--- src/rtl/rom_dl_sequencer.sv ---
// rom_dl_sequencer
// Bridges the hps_io ioctl download port to the game core's ROM write port.
// ROM bytes (ROM_INDEX) are queued in a small FIFO and handed to the core over
// a rom_req/rom_ack handshake; ioctl_wait throttles hps_io as the FIFO fills.
// Index TNO_INDEX writes latch the title number. The core is held in reset
// while a download runs, while the FIFO drains, and for HOLD_CYC cycles after.
// Ports:
//   clk_sys, RESET_N          clock, asynchronous active-low reset
//   ioctl_download/wr/addr/dout/index, ioctl_wait   hps_io download side
//   rom_req, rom_ack, rom_addr, rom_data            core ROM write side
//   tno, core_reset                                 title number, core reset
//   checksum, overflow                              diagnostics
module rom_dl_sequencer #(
    parameter int          DEPTH     = 4,
    parameter int          HOLD_CYC  = 16,
    parameter logic [7:0]  ROM_INDEX = 8'd0,
    parameter logic [7:0]  TNO_INDEX = 8'd1
) (
    input  logic        clk_sys,
    input  logic        RESET_N,
    input  logic        ioctl_download,
    input  logic        ioctl_wr,
    input  logic [24:0] ioctl_addr,
    input  logic [7:0]  ioctl_dout,
    input  logic [7:0]  ioctl_index,
    output logic        ioctl_wait,
    output logic        rom_req,
    input  logic        rom_ack,
    output logic [24:0] rom_addr,
    output logic [7:0]  rom_data,
    output logic [3:0]  tno,
    output logic        core_reset,
    output logic [7:0]  checksum,
    output logic        overflow
);

    localparam int PW = $clog2(DEPTH);
    localparam int CW = PW + 1;
    localparam int HW = $clog2(HOLD_CYC + 1);

    typedef enum logic [2:0] {
        ST_IDLE  = 3'd0,
        ST_LOAD  = 3'd1,
        ST_DRAIN = 3'd2,
        ST_HOLD  = 3'd3,
        ST_RUN   = 3'd4
    } state_t;

    state_t         state_r, state_next_s;
    logic           dl_prev_r;
    logic [HW-1:0]  hold_cnt_r, hold_next_s;
    logic [PW-1:0]  wr_ptr_r, rd_ptr_r, wr_ptr_next_s, rd_ptr_next_s;
    logic [CW-1:0]  count_r, count_next_s;
    logic [24:0]    mem_addr_r [DEPTH];
    logic [7:0]     mem_data_r [DEPTH];
    logic [24:0]    rom_addr_r, head_addr_next_s;
    logic [7:0]     rom_data_r, head_data_next_s;
    logic [3:0]     tno_r;
    logic           core_reset_r;
    logic [7:0]     checksum_r, checksum_next_s;
    logic           overflow_r, overflow_next_s;
    logic           ioctl_wait_r;

    logic rise_s, fall_s, start_s, rom_req_s, full_s;
    logic push_req_s, push_s, pop_s, drop_s;

    assign rise_s     = ~dl_prev_r & ioctl_download;
    assign fall_s     = dl_prev_r & ~ioctl_download;
    // A ROM-index rise restarts the load from any state and flushes the FIFO.
    assign start_s    = rise_s & (ioctl_index == ROM_INDEX);
    assign rom_req_s  = (count_r != CW'(0));
    assign full_s     = (count_r == CW'(DEPTH));
    assign pop_s      = rom_req_s & rom_ack & ~start_s;
    assign push_req_s = ioctl_wr & (ioctl_index == ROM_INDEX) & (state_r == ST_LOAD) & ~start_s;
    // A pop in the same cycle frees the slot, so a full FIFO still accepts.
    assign push_s     = push_req_s & (~full_s | pop_s);
    assign drop_s     = push_req_s & full_s & ~pop_s;

    // Sequencer next state and hold counter.
    always_comb begin
        state_next_s = state_r;
        hold_next_s  = hold_cnt_r;
        if (start_s) begin
            state_next_s = ST_LOAD;
        end else begin
            case (state_r)
                ST_IDLE: state_next_s = ST_IDLE;
                ST_LOAD: begin
                    if (fall_s) begin
                        state_next_s = ST_DRAIN;
                    end else begin
                        state_next_s = ST_LOAD;
                    end
                end
                ST_DRAIN: begin
                    if (count_r == CW'(0)) begin
                        state_next_s = ST_HOLD;
                        hold_next_s  = HW'(HOLD_CYC);
                    end else begin
                        state_next_s = ST_DRAIN;
                    end
                end
                ST_HOLD: begin
                    // The counter value 1 is the last hold cycle; it reaches 0 on leaving.
                    if (hold_cnt_r <= HW'(1)) begin
                        state_next_s = ST_RUN;
                        hold_next_s  = HW'(0);
                    end else begin
                        hold_next_s  = hold_cnt_r - HW'(1);
                    end
                end
                ST_RUN:  state_next_s = ST_RUN;
                default: state_next_s = ST_IDLE;
            endcase
        end
    end

    // FIFO pointers, occupancy, head lookahead and diagnostics.
    always_comb begin
        wr_ptr_next_s    = wr_ptr_r;
        rd_ptr_next_s    = rd_ptr_r;
        count_next_s     = count_r;
        head_addr_next_s = rom_addr_r;
        head_data_next_s = rom_data_r;
        checksum_next_s  = checksum_r;
        overflow_next_s  = overflow_r;
        if (start_s) begin
            wr_ptr_next_s   = PW'(0);
            rd_ptr_next_s   = PW'(0);
            count_next_s    = CW'(0);
            checksum_next_s = 8'd0;
            overflow_next_s = 1'b0;
        end else begin
            wr_ptr_next_s   = wr_ptr_r + PW'(push_s);
            rd_ptr_next_s   = rd_ptr_r + PW'(pop_s);
            count_next_s    = count_r + CW'(push_s) - CW'(pop_s);
            checksum_next_s = pop_s ? (checksum_r + rom_data_r) : checksum_r;
            overflow_next_s = overflow_r | drop_s;
            // The byte being written becomes the head when it lands in the read slot.
            if (push_s && (wr_ptr_r == rd_ptr_next_s)) begin
                head_addr_next_s = ioctl_addr;
                head_data_next_s = ioctl_dout;
            end else begin
                head_addr_next_s = mem_addr_r[rd_ptr_next_s];
                head_data_next_s = mem_data_r[rd_ptr_next_s];
            end
        end
    end

    // State, FIFO storage and all registered outputs.
    always_ff @(posedge clk_sys or negedge RESET_N) begin
        if (!RESET_N) begin
            state_r      <= ST_IDLE;
            dl_prev_r    <= 1'b0;
            hold_cnt_r   <= HW'(0);
            wr_ptr_r     <= PW'(0);
            rd_ptr_r     <= PW'(0);
            count_r      <= CW'(0);
            rom_addr_r   <= 25'd0;
            rom_data_r   <= 8'd0;
            tno_r        <= 4'd0;
            core_reset_r <= 1'b1;
            checksum_r   <= 8'd0;
            overflow_r   <= 1'b0;
            ioctl_wait_r <= 1'b0;
            for (int i = 0; i < DEPTH; i++) begin
                mem_addr_r[i] <= 25'd0;
                mem_data_r[i] <= 8'd0;
            end
        end else begin
            state_r      <= state_next_s;
            dl_prev_r    <= ioctl_download;
            hold_cnt_r   <= hold_next_s;
            wr_ptr_r     <= wr_ptr_next_s;
            rd_ptr_r     <= rd_ptr_next_s;
            count_r      <= count_next_s;
            rom_addr_r   <= head_addr_next_s;
            rom_data_r   <= head_data_next_s;
            core_reset_r <= (state_next_s != ST_RUN);
            checksum_r   <= checksum_next_s;
            overflow_r   <= overflow_next_s;
            ioctl_wait_r <= (count_next_s >= CW'(DEPTH - 1));
            if (ioctl_wr && (ioctl_index == TNO_INDEX)) begin
                tno_r <= ioctl_dout[3:0];
            end
            if (push_s) begin
                mem_addr_r[wr_ptr_r] <= ioctl_addr;
                mem_data_r[wr_ptr_r] <= ioctl_dout;
            end
        end
    end

    assign ioctl_wait = ioctl_wait_r;
    assign rom_req    = rom_req_s;
    assign rom_addr   = rom_addr_r;
    assign rom_data   = rom_data_r;
    assign tno        = tno_r;
    assign core_reset = core_reset_r;
    assign checksum   = checksum_r;
    assign overflow   = overflow_r;

endmodule

--- config.mk ---
export PLATFORM = sky130hd
export DESIGN_NAME = rom_dl_sequencer
export DESIGN_NICKNAME = d
export VERILOG_FILES = /design/src/rtl/rom_dl_sequencer.sv
export SDC_FILE = /design/constraint.sdc
export NUM_CORES = 1
export LEC_CHECK = 0
export CAP_MARGIN = 20
export CORE_MARGIN = 2
export CORE_UTILIZATION = 64
export DETAILED_ROUTE_END_ITERATION = 16
export DONT_BUFFER_PORTS = 1
export HOLD_SLACK_MARGIN = 0.06
export PLACE_DENSITY = 0.83
export SYNTH_ARGS = -nofsm -noshare
export SYNTH_HDL_FRONTEND = slang
export SYNTH_SLANG_ARGS = --single-unit
--- constraint.sdc ---
create_clock -name clk_sys -period 4.7 [get_ports clk_sys]
set_clock_uncertainty 0.15 [all_clocks]
set_input_delay 1.175 -clock clk_sys [delete_from_list [all_inputs] [get_ports clk_sys]]
set_output_delay 1.175 -clock clk_sys [all_outputs]
set_load 0.005 [all_outputs]
=== Word-level counts from Yosys, hierarchy flattened ===
Cells that the tools add are included.

* Flip-flop bits (word level): 196
* Input port bits: 46
* Output and inout port bits: 49
* Word-level logic and storage cells: 98

* Add/subtract/negate cells: 6
* Magnitude comparators: 5
* Equality and inequality tests: 9
* Multiplexer cells: 28
* Bitwise logic cells: 20
* Reduce and logical (&&, ||, !) cells: 9

{| class="wikitable"
|+ Operator list
! operator !! number
|-
| $bwmux 100 || 1
|-
| $mux 25 || 4
|-
| $bmux 25 s2 || 1
|-
| $demux 25 s2 || 1
|-
| $mux 8 || 6
|-
| $bwmux 32 || 1
|-
| $bmux 8 s2 || 1
|-
| $demux 8 s2 || 1
|-
| $pmux 3 s4 || 1
|-
| $and 1x1->1 || 11
|-
| $mux 5 || 2
|-
| $pmux 5 s2 || 1
|-
| $mux 3 || 3
|-
| $add 8x8->8 || 1
|-
| $eq 8x1->1 const B || 1
|-
| $logic_not 8->1 || 1
|-
| $eq 3x2->1 const B || 2
|-
| $eq 3x3->1 const B || 2
|-
| $ge 3x3->1 const B || 2
|-
| $mux 2 || 3
|-
| $not 2->3 || 2
|-
| $le 5x1->1 const B || 1
|-
| $not 1->1 || 5
|-
| $sub 5x1->5 const B || 1
|-
| 16 further kinds || 22
|}

=== Depth between registers and ports, before layout ===
Gate-level depths: netlist of run 1.

* Depth after elaboration: 11
* Mapped depth: 13
* Mapped depth without buffers: 12

=== Least setup slack after synthesis of run 1 ===
Ideal clock, no wire load.

* Kind: input-to-reg
* Start: input ioctl_download
* End: register rom_data_r[2], in the netlist rom_data[2]
* Library setup time: 0.134 ns
* Arrival: 4.170 ns
* Data required time: 4.416 ns
* Path slack: 0.246 ns
* Stages on the path: 10
* Path buffers: 3
* Path through: or2b_2 nor3_1 clkbuf_1 nor2_1 ha_1 buf_2 clkbuf_1 mux4_2 mux2i_1 o21ai_0

* Cells in the longest elaborated chain, start to end: 10
* Elaborated cells on any way between the ends: 15
* Those cells by class: 1 x add/sub; 1 x eq/ne; 4 x mux; 8 x bitwise; 1 x reduce/logical

{| class="wikitable"
|+ Ends and longest elaborated chain
! item !! RTL line !! text
|-
| start: declaration || 21 || <nowiki>input logic ioctl_download,</nowiki>
|-
| $and 1x1->1 * || 67 || <nowiki>assign rise_s = ~dl_prev_r & ioctl_download;</nowiki>
|-
| $and 1x1->1 * || 70 || <nowiki>assign start_s = rise_s & (ioctl_index == ROM_INDEX);</nowiki>
|-
| $not 1->1 (no source line) || n/a ||
|-
| $and 1x1->1 || 73 || <nowiki>assign pop_s = rom_req_s & rom_ack & ~start_s;</nowiki>
|-
| $add 2x1->2 || 135 || <nowiki>rd_ptr_next_s = rd_ptr_r + PW'(pop_s);</nowiki>
|-
| $not 2->3 (implied by the code) || 145 || <nowiki>head_data_next_s = mem_data_r[rd_ptr_next_s];</nowiki>
|-
| $bmux 8 s2 || 145 ||
|-
| $mux 8 (implied by the code) (2 in series) || 145 ||
|-
| $mux 8 || 140 || <nowiki>if (push_s && (wr_ptr_r == rd_ptr_next_s)) begin</nowiki>
|-
| end signal: assignment || 178 || <nowiki>rom_data_r <= head_data_next_s;</nowiki>
|-
| end: declaration || 57 || <nowiki>logic [7:0] rom_data_r, head_data_next_s;</nowiki>
|}

Every way passes the cells marked *; elsewhere a longest branch is shown, timed or not. The select of a mux whose other input is x is not followed.
A chain may end at the register's enable or synchronous reset.

=== Final worst setup path of run 1 ===
* Start: register count_r[1]
* End: register rom_addr_r[23], in the netlist rom_addr[23]

* Cells in the longest elaborated chain, start to end: 9
* Elaborated cells on any way between the ends: 15
* Those cells by class: 1 x add/sub; 2 x eq/ne; 4 x mux; 6 x bitwise; 2 x reduce/logical

{| class="wikitable"
|+ Ends and longest elaborated chain
! item !! RTL line !! text
|-
| start: declaration || 53 || <nowiki>logic [CW-1:0] count_r, count_next_s;</nowiki>
|-
| start signal: assignment || 176 || <nowiki>count_r <= count_next_s;</nowiki>
|-
| $reduce_bool 3->1 * || 71 || <nowiki>assign rom_req_s = (count_r != CW'(0));</nowiki>
|-
| via rom_req || 27 || <nowiki>output logic rom_req,</nowiki>
|-
| $and 1x1->1 * (2 in series) || 73 ||
|-
| $add 2x1->2 || 135 ||
|-
| $not 2->3 (implied by the code) || 144 || <nowiki>head_addr_next_s = mem_addr_r[rd_ptr_next_s];</nowiki>
|-
| $bmux 25 s2 || 144 ||
|-
| $mux 25 (implied by the code) (2 in series) || 144 ||
|-
| $mux 25 * || 140 ||
|-
| end signal: assignment || 177 || <nowiki>rom_addr_r <= head_addr_next_s;</nowiki>
|-
| end: declaration || 56 || <nowiki>logic [24:0] rom_addr_r, head_addr_next_s;</nowiki>
|}

Mark *: on every way through the listed nets, which the timed path passes. The rest lies on a longest branch. The select of a mux whose other input is x is not followed.

==> impl_metrics.env, run 1 <==
export IMPL_syn_instance_count=647
export IMPL_yosysTopAreaCell="dfrtp_1"
export IMPL_hold_viol=0
export IMPL_die_x_um=123
export IMPL_async_reset_ff_frac=1.00
export IMPL_synth_top_area_frac=0.535
export IMPL_first_pass_iters=4
export IMPL_dp_slack_ns=0.871
export IMPL_clock_path_buffers=2
export IMPL_n_fill_cell=883
export IMPL_path_buf_inv=2
export IMPL_drt_iter0_drc=317
export IMPL_critical_path_class="reg2reg"
export IMPL_yosys_cell_types_count=51
export IMPL_crit_fanout=28
export IMPL_endpoint="rom_addr[23]"
export IMPL_clock_sinks=196
export IMPL_critPathSlowestCell="nor3_1"
export IMPL_r2r_setup_slack_ns=1.20
export IMPL_place_hpwl_um=11100
export IMPL_cp_cell_sequence="nor3_1 > inv_1 > nand2_1 > nor2_1 > ha_2 > xor2_4 > xor2_1 > nor3_4 > buf_12 > mux2i_1 > o21ai_1"
export IMPL_endpoint_kind="flip-flop"
export IMPL_antenna_found_initial=0
export IMPL_post_route_min_period_ns=3.50
export IMPL_cpPeakStageDelay_ns=0.45
export IMPL_gp_congestion=0.814
export IMPL_start_kind="flip-flop"
export IMPL_area_growth_pct=8.36
export IMPL_power_frac_clock=0.379
export IMPL_synth_area_leaders="dfrtp_1 (53%), mux2_2 (13%), mux4_2 (8.1%)"
export IMPL_critPathLaunch="count_r[1]"
export IMPL_pwr_share_comb=0.176
export IMPL_layout_worst_path_cycle_share=0.745
export IMPL_critPathRequiredTime_ns=4.82
export IMPL_rows=43
export IMPL_ys_seq_area_frac=0.537
export IMPL_max_cap_violations=0
export IMPL_wl_per_cell_um=22.2
export IMPL_maxSlewViolCount=0
export IMPL_ant_nets=0
export IMPL_num_nets_final=701
export IMPL_p_int_mw=2.98
export IMPL_timing_fmax_mhz=286
export IMPL_multiInputGateArea_um2=4010
export IMPL_synthAdderAreaFrac=0.0222
export IMPL_io_buffers=0
export IMPL_grt_max_degree=197
export IMPL_final_setup_viol_count=0
export IMPL_dominantRegCellSynth="dfrtp_1"
export IMPL_antenna_cells=0
export IMPL_die_area_um2=15200
export IMPL_leakagePower_nw=4.74
export IMPL_postCtsSetupRepairBufs=0
export IMPL_route_detailed_drc=0
export IMPL_drive_gt1_frac=0.339
export IMPL_pwr_density_cell_nw_per_um2=411
export IMPL_seq_area_um2=4910
export IMPL_worstPathArrival_ns=3.62
export IMPL_numCtsBuffers=17
export IMPL_reg2reg_depth=11
export IMPL_syn_area_per_cell_um2=14.1
export IMPL_synthSimpleGateAreaFrac=0.0628
export IMPL_synthMuxAreaShare=0.298
export IMPL_fin_setup_tns_ns=0
export IMPL_cpLargestDelayFamily="simple AND/OR/NAND/NOR gates"
export IMPL_coreArea_um2=13900
export IMPL_outcome="completed"
export IMPL_hold_class="in2async"
export IMPL_synth_edf_count=0
export IMPL_cp_num_cells=11
export IMPL_cts_root_buf="clkbuf_16"
export IMPL_initial_utilization=0.658
export IMPL_drt_total_wl_um=18400
export IMPL_clk_latency_ns=0.43
export IMPL_synth_top_family_by_area="multiplexers"
export IMPL_fin_ws_ns=1.20
export IMPL_tritoncts="built"
export IMPL_grt_pass1_vias=5754
export IMPL_track_usage=0.260
export IMPL_tightest_slew_ns=0.871
export IMPL_grt_ovfl_total=0
export IMPL_rsz0062_at_grt="false"
export IMPL_peakVddDrop_uv=357
export IMPL_synth_seq_cells=196
export IMPL_relSlewSlack=0.419
export IMPL_synth_xor_area_frac=0.00959
export IMPL_vias=5257
export IMPL_htreeDepth=4
export IMPL_power_switching_mw=1.09
export IMPL_synth_area_um2=9130
export IMPL_cts_hold_buf=0
export IMPL_swShare=0.267
export IMPL_grt_pass1_wl_um=29600
export IMPL_clkTransAtPathRegs_ns=0.07
export IMPL_seq_power_share=0.445
export IMPL_r2r_end="rom_addr[23]"
export IMPL_reg2reg_from="count_r[1]"
export IMPL_synth_compound_area_frac=0.0433
export IMPL_cts_resized=0
export IMPL_vias_per_cell=6.32
export IMPL_die_h_um=123
export IMPL_ios=95
export IMPL_syn_num_nets=708
export IMPL_synth_warnings=0
-- state kept, by name (all words and copies together) (netlist names), 2 cells and up --
| name | cells |
|---|---|
| wr_ptr_r | 2 |
| rd_ptr_r | 2 |
| checksum | 8 |
| tno | 4 |
| rom_data | 8 |
| mem_data_r | 32 |
| mem_addr_r | 100 |
| state_r | 3 |
| rom_addr | 25 |
| hold_cnt_r | 5 |
| count_r | 3 |
-- power groups by stage --
stage | sequential [mW] | clock, mW | combinational, mW
global route | 1.82 | 1.63 | 0.780
detailed placement | 1.84 | 0 | 0.711
floorplan | 1.82 | 0 | 0.561
CTS | 1.81 | 1.57 | 0.724
global placement | 1.83 | 0 | 0.697
finish | 1.81 | 1.54 | 0.717
-- metrics by stage --
stage	cell area, um^2	std cells	util	power [mW]	hold slack (ns)
after global placement	9250	800	0.666	2.53	0.313
after global routing	9890	832	0.713	4.22	0.264
after detailed placement	9270	801	0.668	2.55	0.340
final	9890	832	0.713	4.07	0.284
after floorplan	9130	647	-	2.38	0.303
after CTS	9890	832	0.713	4.10	0.265
-- cell families (layout without fill, tap and decap cells) --
group	after synthesis	after routing
AO/OA/AOI/OAI	70	70
XOR/XNOR	10	10
adder cells (fa/ha/maj)	15	15
buffers and inverters	44	49
flip-flops	196	196
multiplexers	202	202
AND/OR/NAND/NOR	110	110
-- worst min-delay path by stage --
stage / endpoint / start / cells past startpoint / slack [ns]
global placement: mem_data_r[22] / mem_data_r[22] / 1 / 0.31
global route: checksum[2] / RESET_N / 0 / 0.26
floorplan: mem_data_r[22] / mem_data_r[22] / 1 / 0.30
CTS: mem_data_r[0] / RESET_N / 0 / 0.26
finish: checksum[2] / RESET_N / 0 / 0.28
detailed placement: mem_addr_r[20] / mem_addr_r[20] / 1 / 0.34
-- cells in the final DEF, fill, tap and decap left out, drive strengths merged, types with 5 or more instances in the layout --
cell	n
a21oi	14
o21ai	41
clkbuf	22
xnor2	5
mux4	33
nor2	17
xor2	5
mux2i	33
and2	5
nand2	56
buf	9
dfrtp	195
mux2	136
inv	9
ha	13
nor3	9
-- cell type report --
cell class / instances / share of cell area
inverter: 9 / 0.00342
timing repair buffer: 9 / 0.00936
multi-input combinational: 407 / 0.405
tap: 180 / 0.0228
clock buffer: 22 / 0.0479
sequential: 196 / 0.496
clock inverter: 9 / 0.0153
-- worst register-to-register path, stage by stage (launching register included) --
cell	delay [ns]
dfrtp_1	0.44
nor3_1	0.45
inv_1	0.16
nand2_1	0.31
nor2_1	0.15
ha_2	0.23
xor2_4	0.19
xor2_1	0.17
nor3_4	0.43
buf_12	0.30
mux2i_1	0.28
o21ai_1	0.09
-- layer usage --
metal,up-vias,track usage,part of all wire
li1,2316,-,-
met1,2762,0.318,0.40
met2,157,0.439,0.51
met3,22,0.0867,0.074
met4,0,0.0824,0.012
met5,-,0,0
-- synthesized netlist by cell type, types with 5 or more instances --
library cell	number
a21oi_1	14
and2_1	5
buf_2	5
clkbuf_1	22
dfrtp_1	195
ha_1	13
inv_1	9
mux2_2	105
mux2_4	30
mux2i_1	33
mux4_2	33
nand2_1	56
nor2_1	17
nor3_1	7
o21ai_0	17
o21ai_1	24
xnor2_1	5
xor2_1	5
No activity file was read; power rests on OpenSTA's default activity.
==> inputs of run 2 (changes only) <==
--- a/config.mk
+++ b/config.mk
@@ -5,13 +5,14 @@
 export SDC_FILE = /design/constraint.sdc
 export NUM_CORES = 1
 export LEC_CHECK = 0
+export ABC_AREA = 1
 export CAP_MARGIN = 20
 export CORE_MARGIN = 2
-export CORE_UTILIZATION = 64
+export CORE_UTILIZATION = 58
 export DETAILED_ROUTE_END_ITERATION = 16
 export DONT_BUFFER_PORTS = 1
 export HOLD_SLACK_MARGIN = 0.06
-export PLACE_DENSITY = 0.83
+export PLACE_DENSITY = 0.79
 export SYNTH_ARGS = -nofsm -noshare
 export SYNTH_HDL_FRONTEND = slang
 export SYNTH_SLANG_ARGS = --single-unit
==> constraint.sdc (replaced) <==
create_clock -name clk_sys -period 3.1 [get_ports clk_sys]
set_clock_uncertainty 0.15 [all_clocks]
set_input_delay 0.775 -clock clk_sys [delete_from_list [all_inputs] [get_ports clk_sys]]
set_output_delay 0.775 -clock clk_sys [all_outputs]
set_load 0.005 [all_outputs]
==> impl_metrics.env, run 2 <==
export IMPL_outcome="finished with violations"
export IMPL_violations="hold timing"
export IMPL_timing_fmax_mhz=386
export IMPL_clock_sinks=196
export IMPL_first_pass_iters=5
export IMPL_clock_path_buffers=2
export IMPL_wl_per_cell_um=17.2
export IMPL_worstPathArrival_ns=2.82
export IMPL_async_reset_ff_frac=1.00
export IMPL_synth_area_um2=9850
export IMPL_antenna_cells=0
export IMPL_use_met3=0.0684
export IMPL_die_x_um=134
export IMPL_crit_fanout=6
export IMPL_whs_ns=-0.123
export IMPL_vias=8522
export IMPL_peakVddDrop_uv=651
export IMPL_synth_top_area_frac=0.496
export IMPL_tritoncts="built"
export IMPL_netlist_top_cells_count="nand2_1 (456), dfrtp_1 (195), nand3_1 (131)"
export IMPL_clkTransAtPathRegs_ns=0.06
export IMPL_pwr_density_cell_nw_per_um2=809
export IMPL_syn_num_nets=1332
export IMPL_pwr_share_comb=0.363
export IMPL_r2r_setup_slack_ns=0.51
export IMPL_drive_gt1_frac=0.0637
export IMPL_relSlewSlack=0.362
export IMPL_num_nets_final=1303
export IMPL_n_fill_cell=1442
export IMPL_gp_congestion=0.840
export IMPL_swShare=0.382
export IMPL_cts_resized=0
export IMPL_post_route_min_period_ns=2.59
export IMPL_power_frac_clock=0.253
export IMPL_critical_path_class="in2reg"
export IMPL_rsz0062_at_grt="false"
export IMPL_ant_nets=0
export IMPL_layout_worst_path_cycle_share=0.835
export IMPL_io_buffers=0
export IMPL_vias_per_cell=5.78
export IMPL_cts_root_buf="clkbuf_16"
export IMPL_die_h_um=134
export IMPL_syn_instance_count=1271
export IMPL_synth_seq_cells=196
export IMPL_die_area_um2=18000
export IMPL_yosys_cell_types_count=39
export IMPL_dominantRegCellSynth="dfrtp_1"
export IMPL_route_detailed_drc=0
export IMPL_ys_seq_area_frac=0.498
export IMPL_synth_warnings=0
export IMPL_tightest_slew_ns=0.954
export IMPL_rows=47
export IMPL_critPathSlowestCell="fa_1"
export IMPL_final_setup_viol_count=0
export IMPL_crit_top_cell="nand2_1"
export IMPL_use_met1=0.409
export IMPL_leakagePower_nw=5.59
export IMPL_drt_total_wl_um=25300
export IMPL_grt_max_degree=197
export IMPL_final_common_cell="nand2_1"
export IMPL_place_hpwl_um=15400
export IMPL_max_cap_violations=0
export IMPL_clk_latency_ns=0.44
export IMPL_layout_common_cells="nand2_1 (456), dfrtp_1 (195), nand3_1 (131), o21ai_0 (106), inv_1 (90)"
export IMPL_htreeDepth=4
export IMPL_track_usage=0.295
export IMPL_hold_class="in2async"
export IMPL_cpPeakStageDelay_ns=0.39
export IMPL_endpoint_kind="flip-flop"
export IMPL_hold_viol=195
export IMPL_grt_pass1_vias=8199
export IMPL_largest_register="mem_addr_r"
export IMPL_cp_cell_sequence="nor2_1 > nand2_1 > nor2_2 > nand2_1 > nand2_2 > inv_1 > buf_4 > ha_1 > inv_1 > ha_1 > inv_1 > fa_1 > xnor2_1 > nand2_1 > nand2_1"
export IMPL_antenna_found_initial=0
export IMPL_grt_pass1_wl_um=42200
export IMPL_syn_area_per_cell_um2=7.75
export IMPL_critPathRequiredTime_ns=3.33
export IMPL_synth_area_leaders="dfrtp_1 (50%), nand2_1 (17%), nand3_1 (6.7%)"
export IMPL_grt_util_met2=0.456
export IMPL_power_switching_mw=3.29
export IMPL_place_inst=1443
export IMPL_area_growth_pct=8.06
export IMPL_postCtsSetupRepairBufs=0
export IMPL_yosysTopAreaCell="dfrtp_1"
export IMPL_drt_iter0_drc=928
export IMPL_fin_setup_tns_ns=0
export IMPL_post_route_util=0.642
export IMPL_numCtsBuffers=17
export IMPL_synth_most_common_cell="nand2_1"
export IMPL_largest_reg_flops=100
export IMPL_initial_utilization=0.594
export IMPL_coreArea_um2=16600
export IMPL_seq_power_share=0.384
export IMPL_ios=95
export IMPL_p_int_mw=5.32
export IMPL_grt_ovfl_total=0
export IMPL_gr_max_usage_layer="met2"
export IMPL_synth_edf_count=0
export IMPL_fin_cells=1475
export IMPL_start_kind="input port"
export IMPL_maxSlewViolCount=0
==> run 2: power groups by stage <==
stage / combinational (mW) / sequential, mW / clock, mW
floorplan: 2.25 / 3.22 / 0
global route: 3.55 / 3.36 / 2.30
detailed placement: 3.07 / 3.35 / 0
CTS: 3.09 / 3.31 / 2.20
global placement: 2.98 / 3.35 / 0
finish: 3.13 / 3.30 / 2.18
==> run 2: path summary, 6_finish.rpt <==
kind,startpoint,end,cells after the start
max in group asynchronous,RESET_N,mem_addr_r[33],0
min in group clk_sys,ioctl_download,dl_prev_r,0
max reg2reg,count_r[1],rom_addr[20],14
max,ioctl_index[7],ioctl_wait,15
min reg2reg,mem_addr_r[35],mem_addr_r[35],2
min,RESET_N,hold_cnt_r[0],0
==> run 2: cell families after synthesis <==
kind of cell               Yosys count  share of synthesized area
AOI/OAI and AO/OA                  141                     0.0741
buffers and inverters              174                     0.0759
and+or+nand+nor                    737                      0.324
xor gates and xnor gates             8                    0.00712
DFF                                196                      0.498
adders and majority gates           15                     0.0206
==> run 2: layout make-up <==
type,count,area (um^2),share of cell area
Inverter,94,353,0.0332
Multi-Input combinational cell,901,4210,0.395
Clock buffer,23,468,0.0440
Tap cell,220,275,0.0259
Timing Repair Buffer,32,328,0.0308
Clock inverter,9,104,0.00976
Sequential cell,196,4910,0.461
==> run 2: layer usage <==
layer,wire length (um),vias up,part of all wire
met5,0,-,0
met4,535,0,0.021
met3,2390,40,0.095
met2,11700,384,0.46
met1,10700,4032,0.42
li1,-,4066,-
==> run 2: critical path: cells and delay by family <==
| family | cells | cell delay (ns) |
|---|---|---|
| buffers and inverters | 4 | 0.35 |
| adders and majority gates | 3 | 0.81 |
| xor gates and xnor gates | 1 | 0.18 |
| and+or+nand+nor | 7 | 0.71 |
==> run 2: stage by stage <==
step           hold WS [ns]  total power [mW]  area [um^2]  setup slack (ns)
3_3_place_gp          0.303              6.33        10100             0.168
2_1_floorplan         0.292              5.48         9850            0.0981
3_5_place_dp          0.308              6.43        10100            0.0500
6_report             -0.123              8.61        10600             0.511
4_1_cts              -0.132              8.60        10600             0.495
5_1_grt              -0.138              9.20        10600             0.256
==> inputs of run 3 (changes only) <==
--- a/config.mk
+++ b/config.mk
@@ -8,11 +8,11 @@
 export ABC_AREA = 1
 export CAP_MARGIN = 20
 export CORE_MARGIN = 2
-export CORE_UTILIZATION = 58
+export CORE_UTILIZATION = 64
 export DETAILED_ROUTE_END_ITERATION = 16
 export DONT_BUFFER_PORTS = 1
 export HOLD_SLACK_MARGIN = 0.06
-export PLACE_DENSITY = 0.79
+export PLACE_DENSITY = 0.83
 export SYNTH_ARGS = -nofsm -noshare
 export SYNTH_HDL_FRONTEND = slang
 export SYNTH_SLANG_ARGS = --single-unit
==> constraint.sdc (replaced) <==
create_clock -name clk_sys -period 2.7 [get_ports clk_sys]
set_clock_uncertainty 0.15 [all_clocks]
set_input_delay 0.675 -clock clk_sys [delete_from_list [all_inputs] [get_ports clk_sys]]
set_output_delay 0.675 -clock clk_sys [all_outputs]
set_load 0.005 [all_outputs]
==> impl_metrics.env, run 3 (same netlist as run 2, synthesis figures left out) <==
export IMPL_outcome="finished with violations"
export IMPL_violations="hold timing"
export IMPL_peakVddDrop_uv=682
export IMPL_clock_path_buffers=2
export IMPL_drt_iter0_drc=963
export IMPL_max_cap_violations=0
export IMPL_drt_total_wl_um=26100
export IMPL_worstPathArrival_ns=2.74
export IMPL_seq_area_um2=4910
export IMPL_initial_utilization=0.650
export IMPL_vias=8873
export IMPL_endpoint_kind="flip-flop"
export IMPL_clkTransAtPathRegs_ns=0.07
export IMPL_maxSlewViolCount=0
export IMPL_multiInputGateArea_um2=4220
export IMPL_first_pass_iters=5
export IMPL_layout_common_cells="nand2_1 (455), dfrtp_1 (194), nand3_1 (129), o21ai_0 (106), inv_1 (89)"
export IMPL_fin_ws_ns=0.176
export IMPL_final_common_cell="nand2_1"
export IMPL_grt_pass1_vias=8624
export IMPL_drive_gt1_frac=0.0820
export IMPL_ant_nets=0
export IMPL_seq_power_share=0.370
export IMPL_io_buffers=0
export IMPL_tightest_slew_ns=0.587
export IMPL_die_area_um2=16400
export IMPL_cts_root_buf="clkbuf_16"
export IMPL_place_hpwl_um=15900
export IMPL_post_route_min_period_ns=2.52
export IMPL_cpPeakStageDelay_ns=0.37
export IMPL_crit_fanout=4
export IMPL_largest_reg_flops=100
export IMPL_tritoncts="built"
export IMPL_leakagePower_nw=5.70
export IMPL_grt_pass1_wl_um=43000
export IMPL_rows=45
export IMPL_critPathRequiredTime_ns=2.92
export IMPL_relSlewSlack=0.609
export IMPL_die_x_um=128
export IMPL_coreArea_um2=15100
export IMPL_antenna_found_initial=0
export IMPL_critPathSlowestCell="fa_1"
export IMPL_hold_class="in2async"
export IMPL_n_fill_cell=1151
export IMPL_power_frac_clock=0.265
export IMPL_dp_slack_ns=-0.129
export IMPL_p_int_mw=6.29
export IMPL_wl_per_cell_um=17.9
export IMPL_pwr_density_cell_nw_per_um2=944
export IMPL_r2r_setup_slack_ns=0.18
export IMPL_htreeDepth=4
export IMPL_clk_latency_ns=0.45
export IMPL_swShare=0.383
export IMPL_whs_ns=-0.224
export IMPL_gp_congestion=0.855
export IMPL_clock_sinks=196
export IMPL_grt_max_degree=197
export IMPL_critical_path_class="reg2reg"
export IMPL_final_setup_viol_count=0
export IMPL_grt_ovfl_total=0
export IMPL_ios=95
export IMPL_timing_fmax_mhz=396
export IMPL_pwr_share_comb=0.365
export IMPL_power_switching_mw=3.90
export IMPL_route_detailed_drc=0
export IMPL_num_nets_final=1317
export IMPL_start_kind="flip-flop"
export IMPL_numCtsBuffers=17
export IMPL_cp_cell_sequence="inv_1 > nor3_4 > nand3_2 > nor2_4 > nand2_4 > ha_1 > inv_1 > ha_1 > inv_1 > fa_1 > xnor2_1 > nand2_1 > nand2_1"
export IMPL_track_usage=0.333
export IMPL_hold_viol=196
export IMPL_die_h_um=128
export IMPL_antenna_cells=0
export IMPL_largest_register="mem_addr_r"
export IMPL_vias_per_cell=6.09
export IMPL_area_growth_pct=9.63
export IMPL_layout_worst_path_cycle_share=0.935
export IMPL_crit_top_cell="inv_1"
==> run 3: cell types whose count changed in the layout (fill, tap and decap cells not counted), sizes merged <==
cell,change
bufinv,+1
clkinvlp,-1
clkinv,-2
inv,+7
clkbuf,-5
buf,+14
==> run 3: cell type report <==
type | count | area share
well taps | 188 | 0.0218
multi-input cells | 901 | 0.391
flip-flops and latches | 196 | 0.455
inverters | 94 | 0.0327
clock inverters | 14 | 0.0173
repair buffers | 46 | 0.0420
clock buffers | 18 | 0.0407
==> run 3: power groups by stage <==
stage          combinational (mW)  clock (mW)  sequential [mW]
2_1_floorplan                2.65           0             3.70
3_3_place_gp                 3.49           0             3.82
3_5_place_dp                 3.61           0             3.82
4_1_cts                      3.66        2.71             3.77
5_1_grt                      4.21        2.84             3.83
6_report                     3.72        2.70             3.77
==> run 3: path summary, 6_finish.rpt <==
kind                       cells past startpoint           start        endpoint
setup / recovery                              13      state_r[0]      ioctl_wait
hold / removal                                 0         RESET_N   hold_cnt_r[2]
setup reg to reg                              13      state_r[0]      ioctl_wait
hold reg to reg                                2  mem_addr_r[31]  mem_addr_r[31]
max in group asynchronous                      0         RESET_N    rom_addr[19]
min in group clk_sys                           0  ioctl_download       dl_prev_r
==> run 3: through the flow <==
step                setup TNS, ns  std cells  power (mW)  utilization  instance area, um^2
finish                          0       1457        10.2        0.713                10800
global placement           -0.107       1425        7.30        0.671                10200
floorplan                       0       1271        6.35            -                 9900
global route             -0.00748       1457        10.9        0.713                10800
detailed placement          -3.07       1425        7.42        0.671                10200
CTS                             0       1457        10.1        0.712                10800
==> run 3: repair_timing <==
action,4_1_cts,5_1_grt
endpoints found under the hold margin,196,196
setup endpoints to repair,0,10
setup buffers,0,0
gates resized for setup,0,4
==> run 3: per-layer routing <==
layer  vias up  GRT usage  share of wire
met2       461      0.543           0.48
met5         -          0              0
met3        56     0.0810          0.093
met4         0      0.125          0.023
li1       4086          -              -
met1      4270      0.435           0.40
==> run 3: critical path: cells and delay by family (launching register included) <==
kind                     cells  cell delay [ns]
AND/OR/NAND/NOR              6             0.84
adder cells (fa/ha/maj)      3             0.76
flip-flops                   1             0.34
buffers and inverters        3             0.20
XOR/XNOR                     1             0.16
